===== config.mk =====
export PLATFORM = sky130hd
export DESIGN_NAME = uart_tx_arbiter
export DESIGN_NICKNAME = d
export VERILOG_FILES = /design/src/rtl/uart_tx_arbiter.sv
export SDC_FILE = /design/constraint.sdc
export NUM_CORES = 1
export LEC_CHECK = 0
export BUFFER_PORTS_ARGS = -buffer_cell sky130_fd_sc_hd__buf_2
export CAP_MARGIN = 10
export CORE_AREA = 2 2 111 113
export DETAILED_ROUTE_END_ITERATION = 10
export DIE_AREA = 0 0 113 115
export PLACE_DENSITY_LB_ADDON = 0.3
export SYNTH_ARGS = -nofsm -noshare
export SYNTH_HDL_FRONTEND = slang
export SYNTH_SLANG_ARGS = --single-unit

===== constraint.sdc =====
create_clock -name clk -period 4.3 [get_ports clk]
set_clock_uncertainty 0.1 [all_clocks]
set_input_delay 0.86 -clock clk [delete_from_list [all_inputs] [get_ports clk]]
set_output_delay 0.86 -clock clk [all_outputs]
set_load 0.02 [all_outputs]

===== src/rtl/uart_tx_arbiter.sv =====
// uart_tx_arbiter: round-robin arbiter feeding a shared byte FIFO that a small
// sequencer drains into a single UART transmitter (one issue pulse per byte,
// then wait for the transmitter's end-of-frame pulse).
// Optional build macro UART_TX_ARB_TIMEOUT_EN adds a send_ready timeout and
// the sticky tx_err output.
module uart_tx_arbiter #(
    parameter int NREQ    = 2,
    parameter int DEPTH   = 16,
    parameter int TIMEOUT = 20000
) (
    input  logic                                      clk,
    input  logic                                      rstn,
    input  logic [NREQ-1:0]                           req_valid,
    input  logic [8*NREQ-1:0]                         req_data,
    output logic [NREQ-1:0]                           req_ready,
    output logic                                      valid_send,
    output logic [7:0]                                data_send,
    input  logic                                      ready_send,
    output logic [$clog2(DEPTH):0]                    fifo_count,
    output logic                                      busy,
    output logic [((NREQ > 1) ? $clog2(NREQ) : 1)-1:0] last_src
`ifdef UART_TX_ARB_TIMEOUT_EN
    ,
    output logic                                      tx_err
`endif
);

    localparam int SW = (NREQ > 1) ? $clog2(NREQ) : 1;
    localparam int AW = $clog2(DEPTH);
    localparam int CW = AW + 1;

    typedef enum logic [1:0] {
        S_IDLE  = 2'd0,
        S_ISSUE = 2'd1,
        S_WAIT  = 2'd2
    } state_t;

    state_t            state;
    logic [SW-1:0]     ptr;
    logic [SW-1:0]     grant_idx;
    logic [SW-1:0]     cand;
    logic              grant_any;
    logic              fifo_full;
    logic              fifo_empty;
    logic              push;
    logic              pop;
    logic [AW-1:0]     wr_ptr;
    logic [AW-1:0]     rd_ptr;
    logic [SW+7:0]     mem [DEPTH];
    logic [SW+7:0]     head;

`ifdef UART_TX_ARB_TIMEOUT_EN
    logic [31:0]       wait_cnt;
`endif

    assign fifo_full  = (fifo_count == CW'(DEPTH));
    assign fifo_empty = (fifo_count == '0);
    assign push       = grant_any && !fifo_full;
    // Pop coincides with the IDLE->ISSUE transition, since the issue outputs are registered.
    assign pop        = (state == S_IDLE) && !fifo_empty;
    assign head       = mem[rd_ptr];
    assign busy       = !fifo_empty || (state != S_IDLE);

    // Round-robin search starting one past the last granted requester.
    always_comb begin
        grant_any = 1'b0;
        grant_idx = '0;
        cand      = '0;
        for (int unsigned k = 1; k <= NREQ; k++) begin
            cand = SW'((32'(ptr) + k) % NREQ);
            if (!grant_any && req_valid[cand]) begin
                grant_any = 1'b1;
                grant_idx = cand;
            end
        end
    end

    // Ready only to the granted requester, and only while the FIFO has room.
    always_comb begin
        req_ready = '0;
        if (push) begin
            req_ready[grant_idx] = 1'b1;
        end
    end

    // FIFO storage, tagged with the source index.
    always_ff @(posedge clk) begin
        if (push) begin
            mem[wr_ptr] <= {grant_idx, req_data[{grant_idx, 3'b000} +: 8]};
        end
    end

    // FIFO pointers, occupancy and round-robin pointer.
    always_ff @(posedge clk) begin
        if (!rstn) begin
            wr_ptr     <= '0;
            rd_ptr     <= '0;
            fifo_count <= '0;
            ptr        <= SW'(NREQ - 1);
        end else begin
            if (push) begin
                wr_ptr <= wr_ptr + AW'(1);
                ptr    <= grant_idx;
            end
            if (pop) begin
                rd_ptr <= rd_ptr + AW'(1);
            end
            case ({push, pop})
                2'b10:   fifo_count <= fifo_count + CW'(1);
                2'b01:   fifo_count <= fifo_count - CW'(1);
                default: fifo_count <= fifo_count;
            endcase
        end
    end

    // Sequencer: issue one byte, then wait for the end-of-frame pulse.
    always_ff @(posedge clk) begin
        if (!rstn) begin
            state      <= S_IDLE;
            valid_send <= 1'b0;
            data_send  <= '0;
            last_src   <= '0;
`ifdef UART_TX_ARB_TIMEOUT_EN
            wait_cnt   <= '0;
            tx_err     <= 1'b0;
`endif
        end else begin
            case (state)
                S_IDLE: begin
                    if (!fifo_empty) begin
                        state      <= S_ISSUE;
                        valid_send <= 1'b1;
                        data_send  <= head[7:0];
                        last_src   <= head[SW+7:8];
                    end
                end
                S_ISSUE: begin
                    state      <= S_WAIT;
                    valid_send <= 1'b0;
`ifdef UART_TX_ARB_TIMEOUT_EN
                    wait_cnt   <= '0;
`endif
                end
                S_WAIT: begin
                    if (ready_send) begin
                        state <= S_IDLE;
                    end
`ifdef UART_TX_ARB_TIMEOUT_EN
                    else if (wait_cnt == 32'(TIMEOUT - 1)) begin
                        state  <= S_IDLE;
                        tx_err <= 1'b1;
                    end else begin
                        wait_cnt <= wait_cnt + 32'd1;
                    end
`endif
                end
                default: begin
                    state      <= S_IDLE;
                    valid_send <= 1'b0;
                end
            endcase
        end
    end

endmodule

# Word-level counts from Yosys, hierarchy flattened
# Memory sizes are Yosys's and may differ from the RTL's. A register that Yosys moved wholly into a read port is not among the register bits.
# Index checks and enable logic that the tools add are counted.
# word_totals
inputBits	21
n_memories	1
word_cells	62
output_inout_bits	18
ram_bits	144
register_bits	17
# memory_table
name	depth	width	read_ports	rd_clocked_by_memory_dff	write_ports	line_no	source
mem	16	9	1	1	1	49	logic [SW+7:0] mem [DEPTH];
# classes
n_shift	1
reduce_logical	16
n_mux	19
bitwise_logic	2
n_addsub	6
magnitude_cmp	4
n_eq_ne	7
# op_table
operator	count
$shiftx 16x5->8	1
$mux 1	12
$pmux 5 s2	1
$add 4x1->4 const B	2
$lt 1x2->1 const B	3
$mux 2	3
$pmux 2 s3	1
$reduce_and 2->1	3
$add 5x1->5 const B	1
$eq 5x5->1 const B	1
$logic_not 5->1	1
$sub 5x1->5 const B	1
$eq 2x1->1 const B	2
$eq 2x2->1 const B	2
$logic_and 1x1->1	4
$logic_not 1->1	4
$ne 2x2->1 const B	2
$reduce_bool 2->1	2
$add 1x1->1 const B	2
$logic_not 2->1	1
$not 1->1	2
$pmux 1 s2	1
$demux 1 s1	1
$ge 1x1->1 const B	1
$logic_or 1x1->1	1

# Logic depth before layout (Yosys ltp)
# logic_depth
word_depth	12
depth_mapped	12

# Worst setup path after synthesis
# Ideal clock, no wire load.
# synth_timing
path_type	input to register
startpoint	input req_valid[1]
endpoint	register fifo_count[2]
cell_stages	11
arrival_ps	2889
path_slack_ps	1242
n_path_buf	1
setup_time_ps	70
required_ps	4130
path_cell_list	nor2_1 a21oi_1 inv_1 ha_1 clkbuf_1 xor2_1 ha_1 a21oi_1 xnor2_1 or3_2 a21oi_1
# synth_via
elab_chain_cells	9
# synth_rtl
item	line_no	source
start: declaration	13	input logic [NREQ-1:0] req_valid,
$mux 1 (not written as such) (2 in a row)	71	if (!grant_any && req_valid[cand]) begin
$mux 1	71	
$logic_not 1->1	71	
$logic_and 1x1->1	71	
$mux 1 (*)	71	
$logic_and 1x1->1 (*)	58	assign push = grant_any && !fifo_full;
$eq 2x1->1 or $eq 2x2->1 (tied branches)	108	case ({push, pop})
$pmux 5 s2 or $reduce_bool 2->1 (tied branches)	n/a	
end signal: assignment	109	2'b10: fifo_count <= fifo_count + CW'(1);
end signal: assignment	110	2'b01: fifo_count <= fifo_count - CW'(1);
end signal: assignment	111	default: fifo_count <= fifo_count;
end: declaration	19	output logic [$clog2(DEPTH):0] fifo_count,
# Every way passes the cells marked *; elsewhere a longest branch is shown, timed or not. The select of a mux whose other input is x is not followed.
# A chain may end at the register's enable or synchronous reset.

# Worst setup path after layout
# layout_timing
startpoint	register fifo_count[2]
endpoint	register fifo_count[2]
# layout_via
elab_chain_cells	5
# layout_rtl
item	line_no
$eq 5x5->1 or $logic_not 5->1 (tied branches)	56, 57
$logic_not 1->1 (on tied branches)	n/a
$logic_and 1x1->1 (on tied branches)	58, 60
$eq 2x1->1 or $eq 2x2->1 (tied branches)	108
$pmux 5 s2 or $reduce_bool 2->1 (tied branches)	n/a
# Several ways; a longest one is shown, not always the timed one.

==> impl_results.md <==
- Pwr Density: 592 mW/mm^2
- Critical Path RT: 4.55 ns
- FFs w/ async S/R, synth: 0
- Worst slew pin tran: 1.12 ns
- Fillers: 826
- Full die area: 0.0130 sq mm
- Max-Cap Viols: 0
- Largest net degree at the start of global routing: 46
- Final HPWL DP: 8980 um
- Die Y: 115 um
- Class of the worst hold path: reg2reg
- I/O pin count: 39
- Status: finished, final reports clean
- Diode count: 0
- Clk Latency, worst-skew pair: 0.42 ns
- Vias: 3,980
- GP Congestion: 0.899
- Final setup viols: 0
- Yosys warns: 0
- Area grow syn2layout: 12.7%
- Post-DRT Antenna Nets: 0
- Leakage power total: 2.52 nW
- Critical path class: reg2reg
- Sink Count: 170
- Worst Path Arrival: 3.72 ns
- Hold Violations, Final: 0
- Drt total wl: 14,200 um
- Fmax achieved: 289 MHz
- Max_slew headroom: 0.246
- Initial core utilization: 0.585
- Max Used Layer: met5
- RSZ-0062 raised after global routing: false
- Final Core Density: 0.659
- Port Buffers: 38
- Gate count of the mapped netlist: 452
- WL met2: 6940 um
- Seq/Total Area, Yosys: 0.702
- # H-tree levels: 4
- Avg Inst Size Synth: 15.3 sq um
- First DRT Iteration DRCs: 426
- Syn nets: 481
- CTS tree: built
- Nets: 518
- WL/cell: 21.9 um
- GRT Resource Usage Total: 0.231
- # resized after CTS: 0
- Core ar.: 0.0118 sq mm
- Final Max Tran Viols: 0
- Post-CTS setup buffers: 0
- Setup TNS Final: 0 ns
- Wire length on met3: 1090 um
- Metal-1 WL: 5720 um
- Count of flip-flops with a built-in enable after synthesis: 144
- Peak supply drop: 0.000329 V
- Post-synthesis sequential element count: 170
- Layout cell share with drive strength beyond 1: 0.181
- Final Critical Period: 3.46 ns
- CTS max path bufs: 2
- Die width: 113 um
- # DRC: 0
- Cell variety after synth: 44
- DR pass1 iterations: 7
- CP max FO: 24
- First-pass GRT wire length: 21,800 um
- FP Rows: 40
- Antenna violations before repair: 0
- Fraction of the cycle the final worst path needs: 0.806
- Synthesized area: 0.00691 sq mm
- Hold buffer count at CTS: 0
- Crit end category: flop
- Clock transition at path regs: 0.07 ns
- Root Driver: clkbuf_16
- Post-synth top flop: edfxtp_1
- CTS Buf Count: 17
- Vias in the first global route: 3,925
- Vias per cell: 6.13
- Final Hold Slack: 0.400 ns
- GR Overflow Total: 0
- Startpoint type of the worst setup path: flop
-- per-layer routing --
layer / up-vias / global-route usage
li1: 1822 / -
met3: 34 / 0.0701
met2: 171 / 0.377
met4: 2 / 0.0984
met5: - / 0.0333
met1: 1951 / 0.287
-- cells by family after synthesis --
group,after synthesis,synth area share
flip-flops,170,0.702
multiplexers,85,0.125
AO/OA/AOI/OAI,74,0.0679
AND/OR/NAND/NOR,72,0.0562
adder cells (fa/ha/maj),8,0.0145
XOR/XNOR,10,0.0127
buffers and inverters,33,0.0225
-- worst max-delay path: stages, from the launching register on --
cell	delay (ns)
dfxtp_1	0.57
nor4_4	0.12
a21boi_2	0.85
ha_1	0.49
xor2_1	0.13
ha_1	0.22
a21oi_1	0.25
xnor2_1	0.11
or3_2	0.41
a21oi_1	0.14
-- cells in the final DEF, fill, tap and decap left out, drive strengths merged, types with 9 or more instances in the layout --
master	count
clkbuf	19
o21ai	10
edfxtp	144
nand2	9
a21oi	14
nor2	28
dfxtp	26
o22ai	37
buf	44
mux2i	77
nor4	10
-- layout make-up --
type	instances	area [sq um]	share of cell area
clock buffer	19	443	0.0569
inverter	7	26.3	0.00338
tap	147	184	0.0236
timing repair buffer	44	248	0.0318
sequential	170	4850	0.623
clock inverter	13	123	0.0158
multi-input combinational	249	1910	0.246
-- registers in the layout (all words and copies together) (netlist names) --
signal	count
last_src	1
mem	144
data_send	8
ptr	1
state	2
wr_ptr	4
valid_send	1
rd_ptr	4
fifo_count	5
-- path summary, 6_finish.rpt --
path	depth (start not counted)	end	slack (ns)	from
hold / removal	1	ptr	0.40	ptr
setup / recovery	9	fifo_count[2]	0.84	fifo_count[2]
setup reg to reg	9	fifo_count[2]	0.84	fifo_count[2]
hold reg to reg	1	ptr	0.40	ptr
-- cell usage after synthesis, types with 6 or more instances --
library cell | count | area (sq um)
a21oi_1 | 14 | 70.1
xor2_1 | 6 | 52.6
buf_2 | 12 | 60.1
nor2_1 | 28 | 105
clkbuf_1 | 10 | 37.5
inv_1 | 7 | 26.3
mux2_2 | 8 | 90.1
edfxtp_1 | 144 | 4320
o21ai_0 | 9 | 45.0
nand2_1 | 9 | 33.8
mux2i_1 | 77 | 771
o22ai_1 | 37 | 231
nor4_1 | 9 | 56.3
ha_1 | 8 | 100
dfxtp_1 | 26 | 521
-- stage by stage --
stage	cell area (sq um)	instances	setup WS (ns)	power (mW)
global placement	7220	617	1.03	3.14
global route	7780	649	0.610	4.78
detailed placement	7220	617	0.805	3.18
finish	7780	649	0.835	4.61
CTS	7780	649	0.919	4.60
floorplan	6910	452	1.24	2.87
-- power by group --
part,leakage (nW),total (mW),internal [mW],switching (mW)
clock network,0.255,1.44,0.814,0.624
registers,1.52,2.12,1.98,0.138
logic,0.742,1.05,0.376,0.672
(Power assumes the default switching activity.)
